$ cat src/rtl/multicycle_ctrl.sv
// ---------------------------------------------------------------------------
// multicycle_ctrl
//   Multi-cycle sequencer for the 16-instruction, 4-bit-opcode CPU core.
//   It walks each instruction through IDLE/FETCH/DECODE/EXEC/MEM/WB and drives
//   the datapath control signals for one phase at a time. It also shares the
//   single memory port between instruction fetch and load/store using a
//   req/ready handshake.
//
//   Opcode map: 0000 jal, 0001 jalr, 0010 beq, 0011 ble,
//               01xx load/store (op[1] = store, op[0] = word),
//               10xx reg ALU op, 11xx immediate ALU op (op[1:0] = add/sub/and/or).
//
//   Optional feature (define MEM_TIMEOUT_EN): a memory wait counter. When it
//   reaches TIMEOUT the FSM enters HALT and raises the sticky err flag. Only
//   rst_n exits HALT. Without the define the FSM waits forever and err is 0.
//
// Ports:
//   clk, rst_n          clock (rising edge) and async active-low reset
//   en                  run enable, sampled in IDLE and on retire
//   op                  opcode from IR
//   zero, neg           ALU flags, valid in EXEC
//   mem_ready           memory completes the current request
//   mem_req, mem_we     memory request / write
//   ir_we, pc_we        IR load, PC update
//   PCsrc               00 PC+2, 01 branch, 10 jal target, 11 jalr register
//   ALUOp, alucsrc      ALU function, immediate select
//   wmem, memc          copy of mem_we, 0 byte / 1 word
//   m2reg, wreg, jal    writeback source / enable / link
//   instr_done          one-cycle retire pulse
//   err                 sticky memory timeout flag
// ---------------------------------------------------------------------------
module multicycle_ctrl #(
    parameter int TIMEOUT = 255,
    parameter int CNT_W   = 8
) (
    input  logic       clk,
    input  logic       rst_n,
    input  logic       en,
    input  logic [3:0] op,
    input  logic       zero,
    input  logic       neg,
    input  logic       mem_ready,
    output logic       mem_req,
    output logic       mem_we,
    output logic       ir_we,
    output logic       pc_we,
    output logic [1:0] PCsrc,
    output logic [2:0] ALUOp,
    output logic       alucsrc,
    output logic       wmem,
    output logic       memc,
    output logic       m2reg,
    output logic       wreg,
    output logic       jal,
    output logic       instr_done,
    output logic       err
);

`ifdef MEM_TIMEOUT_EN
    typedef enum logic [2:0] {
        S_IDLE, S_FETCH, S_DECODE, S_EXEC, S_MEM, S_WB, S_HALT
    } state_t;
`else
    typedef enum logic [2:0] {
        S_IDLE, S_FETCH, S_DECODE, S_EXEC, S_MEM, S_WB
    } state_t;
`endif

    state_t state_q, state_d;
    logic   retire;

`ifdef MEM_TIMEOUT_EN
    logic [CNT_W-1:0] cnt_q, cnt_d;
    logic             err_q, err_d;
`endif

    always_ff @(posedge clk or negedge rst_n) begin
        if (!rst_n) begin
            state_q <= S_IDLE;
`ifdef MEM_TIMEOUT_EN
            cnt_q   <= '0;
            err_q   <= 1'b0;
`endif
        end else begin
            state_q <= state_d;
`ifdef MEM_TIMEOUT_EN
            cnt_q   <= cnt_d;
            err_q   <= err_d;
`endif
        end
    end

    always_comb begin
        state_d    = state_q;
        retire     = 1'b0;
        mem_req    = 1'b0;
        mem_we     = 1'b0;
        ir_we      = 1'b0;
        pc_we      = 1'b0;
        PCsrc      = 2'b00;
        ALUOp      = 3'b000;
        alucsrc    = 1'b0;
        memc       = 1'b0;
        m2reg      = 1'b0;
        wreg       = 1'b0;
        jal        = 1'b0;
        instr_done = 1'b0;

        case (state_q)
            S_IDLE: begin
                if (en) state_d = S_FETCH;
            end
            S_FETCH: begin
                mem_req = 1'b1;
                if (mem_ready) begin
                    ir_we   = 1'b1;
                    pc_we   = 1'b1;
                    PCsrc   = 2'b00;
                    state_d = S_DECODE;
                end
            end
            S_DECODE: begin
                state_d = S_EXEC;
            end
            S_EXEC: begin
                // ALU ops carry their function in op[1:0]; branches compare
                // with a subtract; everything else (address calc, jumps) adds.
                if (op[3])
                    ALUOp = {1'b0, op[1:0]};
                else if (op[3:1] == 3'b001)
                    ALUOp = 3'b001;
                else
                    ALUOp = 3'b000;
                // Immediate operand for immediate ALU ops and load/store.
                alucsrc = (op[3:2] == 2'b11) || (op[3:2] == 2'b01);

                casez (op)
                    4'b000?: begin
                        wreg   = 1'b1;
                        jal    = 1'b1;
                        pc_we  = 1'b1;
                        PCsrc  = op[0] ? 2'b11 : 2'b10;
                        retire = 1'b1;
                    end
                    4'b0010: begin
                        pc_we  = zero;
                        PCsrc  = 2'b01;
                        retire = 1'b1;
                    end
                    4'b0011: begin
                        pc_we  = zero | neg;
                        PCsrc  = 2'b01;
                        retire = 1'b1;
                    end
                    4'b01??: state_d = S_MEM;
                    default: state_d = S_WB;
                endcase
            end
            S_MEM: begin
                mem_req = 1'b1;
                memc    = op[0];
                mem_we  = op[1];
                if (mem_ready) begin
                    if (op[1]) retire  = 1'b1;
                    else       state_d = S_WB;
                end
            end
            S_WB: begin
                wreg   = 1'b1;
                m2reg  = (op[3:2] == 2'b01);
                retire = 1'b1;
            end
            default: ;  // HALT: everything stays 0
        endcase

        // An instruction always completes; en only decides whether to keep going.
        if (retire) begin
            instr_done = 1'b1;
            state_d    = en ? S_FETCH : S_IDLE;
        end

`ifdef MEM_TIMEOUT_EN
        err_d = err_q;
        cnt_d = '0;
        if (mem_req && !mem_ready) begin
            cnt_d = cnt_q + CNT_W'(1);
            if (cnt_d == CNT_W'(TIMEOUT)) begin
                state_d = S_HALT;
                err_d   = 1'b1;
            end
        end
`endif
    end

    assign wmem = mem_we;

`ifdef MEM_TIMEOUT_EN
    assign err = err_q;
`else
    assign err = 1'b0;
`endif

endmodule

$ cat config.mk
export PLATFORM = sky130hd
export DESIGN_NAME = multicycle_ctrl
export DESIGN_NICKNAME = d
export VERILOG_FILES = /design/src/rtl/multicycle_ctrl.sv
export SDC_FILE = /design/constraint.sdc
export NUM_CORES = 1
export LEC_CHECK = 0
export CORE_AREA = 2 2 39 41
export CTS_BUF_LIST = sky130_fd_sc_hd__clkbuf_4 sky130_fd_sc_hd__clkbuf_8
export DETAILED_ROUTE_END_ITERATION = 8
export DIE_AREA = 0 0 41 43
export PLACE_DENSITY_LB_ADDON = 0.08
export SYNTH_ARGS = -nofsm -noshare
export SYNTH_HDL_FRONTEND = slang
export SYNTH_SLANG_ARGS = --single-unit
$ cat constraint.sdc
create_clock -name clk -period 1.7 [get_ports clk]
set_clock_uncertainty 0.05 [all_clocks]
set_input_delay 0.17 -clock clk [delete_from_list [all_inputs] [get_ports clk]]
set_output_delay 0.17 -clock clk [all_outputs]
set_load 0.05 [all_outputs]
==> flow_metrics.tcl, run 1 <==
set metrics [dict create \
    grt_pass1_wl_microns 1880 \
    gr-total-overflow 0 \
    crit_buf_inv 2 \
    rows 14 \
    syn_inst 51 \
    antenna_found_initial 0 \
    clk_path_buf_depth 2 \
    leakage_nw 0.423 \
    area_growth_pct 158 \
    coreArea_sq_um 1380 \
    post_drt_wl_per_cell_microns 12.0 \
    synth_seq_area_share 0.195 \
    cts_buffers 3 \
    track_usage 0.153 \
    arrival_ns 1.52 \
    finalHoldViolations 0 \
    fin_ws_ns -0.0444 \
    first_pass_iters 4 \
    synth_seq_cells 3 \
    failed_checks "negative setup slack" \
    seq_area_sq_um 75.1 \
    rsz0062_at_grt "yes" \
    reg.largest.list "state_q: 3 flops" \
    synth_top_area_cell "dfrtp_1" \
    maxCapViolations 0 \
    max_stage_delay_ns 0.37 \
    path_cells "nand3b_4, or3_4, buf_6, nor2_4, buf_12" \
    yosys_warnings 0 \
    critPathLaunchType "flip-flop" \
    largest_reg_flops 3 \
    dp_hpwl_microns 994 \
    wirelength_microns 1230 \
    path_clk_slew_ns 0.04 \
    die_area_sq_um 1760 \
    powerDensity_nw_per_um2 1600 \
    synth_area_sq_um 384 \
    irDropWorstVdd_uv 878 \
    vias 500 \
    cts-root-buf "clkbuf_4" \
    io_buffers 24 \
    clk_latency_ns 0.23 \
    worstPathMaxFanout 4 \
    start_util 0.278 \
    multi_input_area_sq_um 358 \
    cpMaxStageDelayCell "dfrtp_1" \
    globalplace.congestion 0.818 \
    final_area_sq_um 990 \
    status "complete, but fails checks" \
    layout-drive-gt1-share 0.558 \
    postRouteAntennaNets 0 \
    drt_iter0_drc 6 \
    post-synth-top-area-fraction 0.195 \
    placedInstanceArea_sq_um 901 \
    avgSynthCellArea_sq_um 7.53 \
    finalCritPeriodShare 1.03 \
    vias_per_cell 4.90 \
    fin_crit_ns 1.74 \
    dp_cells 96 \
    final_max_slew_viol_count 0 \
    first_global_vias 438 \
    cts_hold_buf 0 \
    io_pins 27 \
    required_ns 1.48 \
    cts.sinks 3 \
    die_w_microns 41 \
    end_kind "output pin" \
    crit_family "simple AND/OR/NAND/NOR gates" \
    antenna_cells 0 \
    holdWs_ns 0.0699 \
    path_class "reg2out" \
    stdcell_count 102 \
    drc 0 \
    cts_tree "yes" \
    min_path_type "in2async" \
    totalPowerFinal_mw 1.58 \
    grt_max_degree 12 \
    die_h_microns 43 \
    setup_viol 7 \
    h-tree-depth 1 \
    nets 97 \
    max_clock_freq_ghz 0.573 \
    netlist_top_cells_area "dfrtp_1, buf_4, nor2_1" \
    fill_cells 106 \
    synthDistinctLibCells 26 \
    fin_util 0.715 \
    largest_register "state_q" \
]
## cell usage in the layout, fill, tap and decap left out, types with 3 or more instances in the layout
master and instances:
buf_12 15, buf_4 10, clkdlybuf4s50_1 9, nor2_1 4, clkbuf_4 4, a21oi_1 3
buf_6 3, dfrtp_1 3
## logic make-up (layout without fill, tap and decap cells)
kind of cell	Yosys count	count (layout)	synth area share
and+or+nand+nor	23	23	0.384
AOI/OAI and AO/OA	15	15	0.251
buffers and inverters	9	43	0.160
DFF	3	3	0.195
other	1	2	0.00976
## layout make-up
class | count | share of cell area
clock buffer | 4 | 0.0303
multi-input combinational | 40 | 0.362
timing repair buffer | 37 | 0.504
tap | 16 | 0.0202
inverter | 2 | 0.00759
sequential | 3 | 0.0759
## Yosys cell counts
library cell,instances
conb_1,1
inv_1,2
nor3_1,2
nand3b_1,1
o41ai_1,1
nor3b_1,3
nand2b_1,2
dfrtp_1,3
o21bai_1,1
nand3b_4,1
a21oi_1,4
nor2_1,7
o21ai_0,4
a21o_1,1
buf_6,1
or2b_2,2
or3_1,2
o32ai_1,1
o21a_1,1
buf_4,5
or4_1,1
nand2_1,1
a31o_1,1
and2_2,1
a211oi_1,1
buf_2,1
## metal layers
| layer | vias to the layer above | share of wire | wire length, microns | GRT usage |
|---|---|---|---|---|
| li1 | 246 | - | - | - |
| met1 | 237 | 0.42 | 510 | 0.228 |
| met2 | 17 | 0.52 | 632 | 0.225 |
| met3 | 0 | 0.067 | 82 | 0.00524 |
| met4 | 0 | 0 | 0 | 0.0600 |
| met5 | - | 0 | 0 | 0 |
## report_power, final
part / switching, mW / internal, mW
sequential: 0.0291 / 0.107
clock: 0.0338 / 0.104
combinational: 0.666 / 0.641
total: 0.728 / 0.851
## per-stage QoR
stage | worst slack, ns | TNS (ns)
final | -0.0444 | -0.239
after global routing | -0.102 | -0.718
after CTS | -0.0636 | -0.391
after detailed placement | 0.0118 | 0
after global placement | 0.0150 | 0
after floorplan | -0.111 | -0.319
## worst paths after layout
check	start	to	slack [ns]	cells past startpoint
worst max-delay path	state_q[2]	PCsrc[1]	-0.04	5
worst min register to register	state_q[0]	state_q[2]	0.70	2
min in group clk	mem_ready	state_q[0]	0.68	3
max in group asynchronous	rst_n	state_q[2]	1.39	1
worst min-delay path	rst_n	state_q[1]	0.07	1
worst max register to register	state_q[1]	state_q[0]	0.24	4
## worst reg2reg max path, stage by stage, from the launching register on
cell and delay [ns]:
dfrtp_1 0.40, buf_4 0.19, or2b_4 0.30, o32ai_1 0.26, o41ai_1 0.13
## repair_timing
action,in CTS,in global routing
gates resized for setup,7,3
setup endpoints to repair,11,11
pin swaps,5,2
setup buffers,0,2
gates cloned,0,0
(Power assumes the default switching activity.)
==> inputs of run 2 (changes only) <==
==> constraint.sdc (replaced) <==
create_clock -name clk -period 1.94 [get_ports clk]
set_clock_uncertainty 0.05 [all_clocks]
set_input_delay 0.194 -clock clk [delete_from_list [all_inputs] [get_ports clk]]
set_output_delay 0.194 -clock clk [all_outputs]
set_load 0.05 [all_outputs]
==> run 2 against run 1 <==
  * The flow now finishes without violations
  * Clock power is 10% lower
  * Non-clock buffer count is 6 lower
  * Wire length fell by 8.8%
  * Worst setup slack improved by 0.15 ns
  * First-iteration DRC count unchanged
  * Worst hold slack better by 0.019 ns
  * Core utilization down 9.2 points
  * Combinational power decreased by 28%
  * Cell area decreased by 13%
  * Via count down 8.2%
  * Global-route usage shrank 0.062 points
  * Flip-flop and latch count unchanged
  * Largest cell class unchanged
  * Highest routed layer is now met4
==> flow_metrics.tcl, run 2 (same netlist as run 1, synthesis figures left out) <==
set metrics [dict create \
    status "finished, final reports clean" \
    required_ns 1.70 \
    drc 0 \
    cts-root-buf "clkbuf_4" \
    clk_path_buf_depth 2 \
    rsz0062_at_grt "no" \
    end_kind "output pin" \
    dp_cells 92 \
    start_util 0.278 \
    globalplace.congestion 0.748 \
    ctsResizeCount 2 \
    antenna_cells 0 \
    grt_max_degree 10 \
    arrival_ns 1.59 \
    gr-total-overflow 0 \
    reg.largest.list "state_q: 3 flops" \
    first_pass_iters 4 \
    dp_hpwl_microns 921 \
    rows 14 \
    path_class "reg2out" \
    post_drt_wl_per_cell_microns 11.6 \
    die_w_microns 41 \
    seq_area_sq_um 75.1 \
    h-tree-depth 1 \
    largest_register "state_q" \
    finalHoldViolations 0 \
    coreArea_sq_um 1380 \
    vias 459 \
    final_cell_mix "buf_12, clkdlybuf4s50_1, buf_4, nor2_1" \
    final_max_slew_viol_count 0 \
    setup_viol 0 \
    track_usage 0.153 \
    postCtsSetupRepairBufs 0 \
    vias_per_cell 4.78 \
    placedInstanceArea_sq_um 823 \
    io_buffers 24 \
    worstPathMaxFanout 6 \
    fill_cells 120 \
    cts.sinks 3 \
    largest_reg_flops 3 \
    max_clock_freq_ghz 0.546 \
    powerDensity_nw_per_um2 1390 \
    drt_iter0_drc 6 \
    area_growth_pct 124 \
    nets 91 \
    stdcell_count 96 \
    cts_tree "yes" \
    die_area_sq_um 1760 \
    irDropWorstVdd_uv 933 \
    leakage_nw 0.368 \
    fin_crit_ns 1.83 \
    first_global_vias 398 \
    io_pins 27 \
    postRouteAntennaNets 0 \
    min_path_type "in2async" \
    cts_hold_buf 0 \
    grt_pass1_wl_microns 1870 \
    wirelength_microns 1120 \
    final_area_sq_um 862 \
    antenna_found_initial 0 \
    critPathLaunchType "flip-flop" \
    layout-drive-gt1-share 0.463 \
    die_h_microns 43 \
    path_clk_slew_ns 0.04 \
    maxCapViolations 0 \
    cts_buffers 3 \
    final_common_cell "buf_12" \
    finalCritPeriodShare 0.944 \
    clk_latency_ns 0.23 \
    multi_input_area_sq_um 287 \
]
## run 2: path summary, 6_finish.rpt
| check | slack [ns] | startpoint | depth (start not counted) | to |
|---|---|---|---|---|
| min in group clk | 0.61 | state_q[1] | 1 | state_q[2] |
| max | 0.11 | state_q[1] | 4 | PCsrc[0] |
| max reg2reg | 0.48 | state_q[0] | 4 | state_q[0] |
| min | 0.09 | rst_n | 1 | state_q[1] |
| max in group asynchronous | 1.62 | rst_n | 1 | state_q[2] |
| min reg2reg | 0.61 | state_q[1] | 1 | state_q[2] |
## run 2: per-stage QoR
stage	TNS, ns	hold slack (ns)	worst slack, ns	power, mW	util
final	0	0.0892	0.109	1.19	0.623
after global routing	0	0.0936	0.0175	1.26	0.623
after global placement	0	0.336	0.114	1.07	0.595
after CTS	0	0.0881	0.0899	1.21	0.623
after detailed placement	0	0.338	0.106	1.07	0.595
after floorplan	-0.386	-0.152	-0.206	0.667	-
## run 2: metal layers
metal	vias to the layer above	part of all wire	global-route usage
met5	-	0	0
met4	0	0.013	0.0600
met3	2	0.062	0.0209
met2	17	0.50	0.219
met1	205	0.43	0.222
li1	235	-	-
## run 2: layout make-up
class,count,share of cell area
Timing Repair Buffer,31,0.514
Multi-Input combinational cell,40,0.332
Sequential cell,3,0.0871
Clock buffer,4,0.0348
Tap cell,16,0.0232
Inverter,2,0.00871
## run 2: report_power, final
group	total [mW]	internal [mW]	switching (mW)
registers	0.127	0.0933	0.0334
logic	0.944	0.445	0.499
clock network	0.123	0.0910	0.0323
total	1.19	0.629	0.565
## run 2: worst max-delay path, stage by stage, from the launching register on
cell,delay [ns]
dfrtp_1,0.45
nand3b_4,0.13
or3_4,0.40
nor2_1,0.21
buf_12,0.17
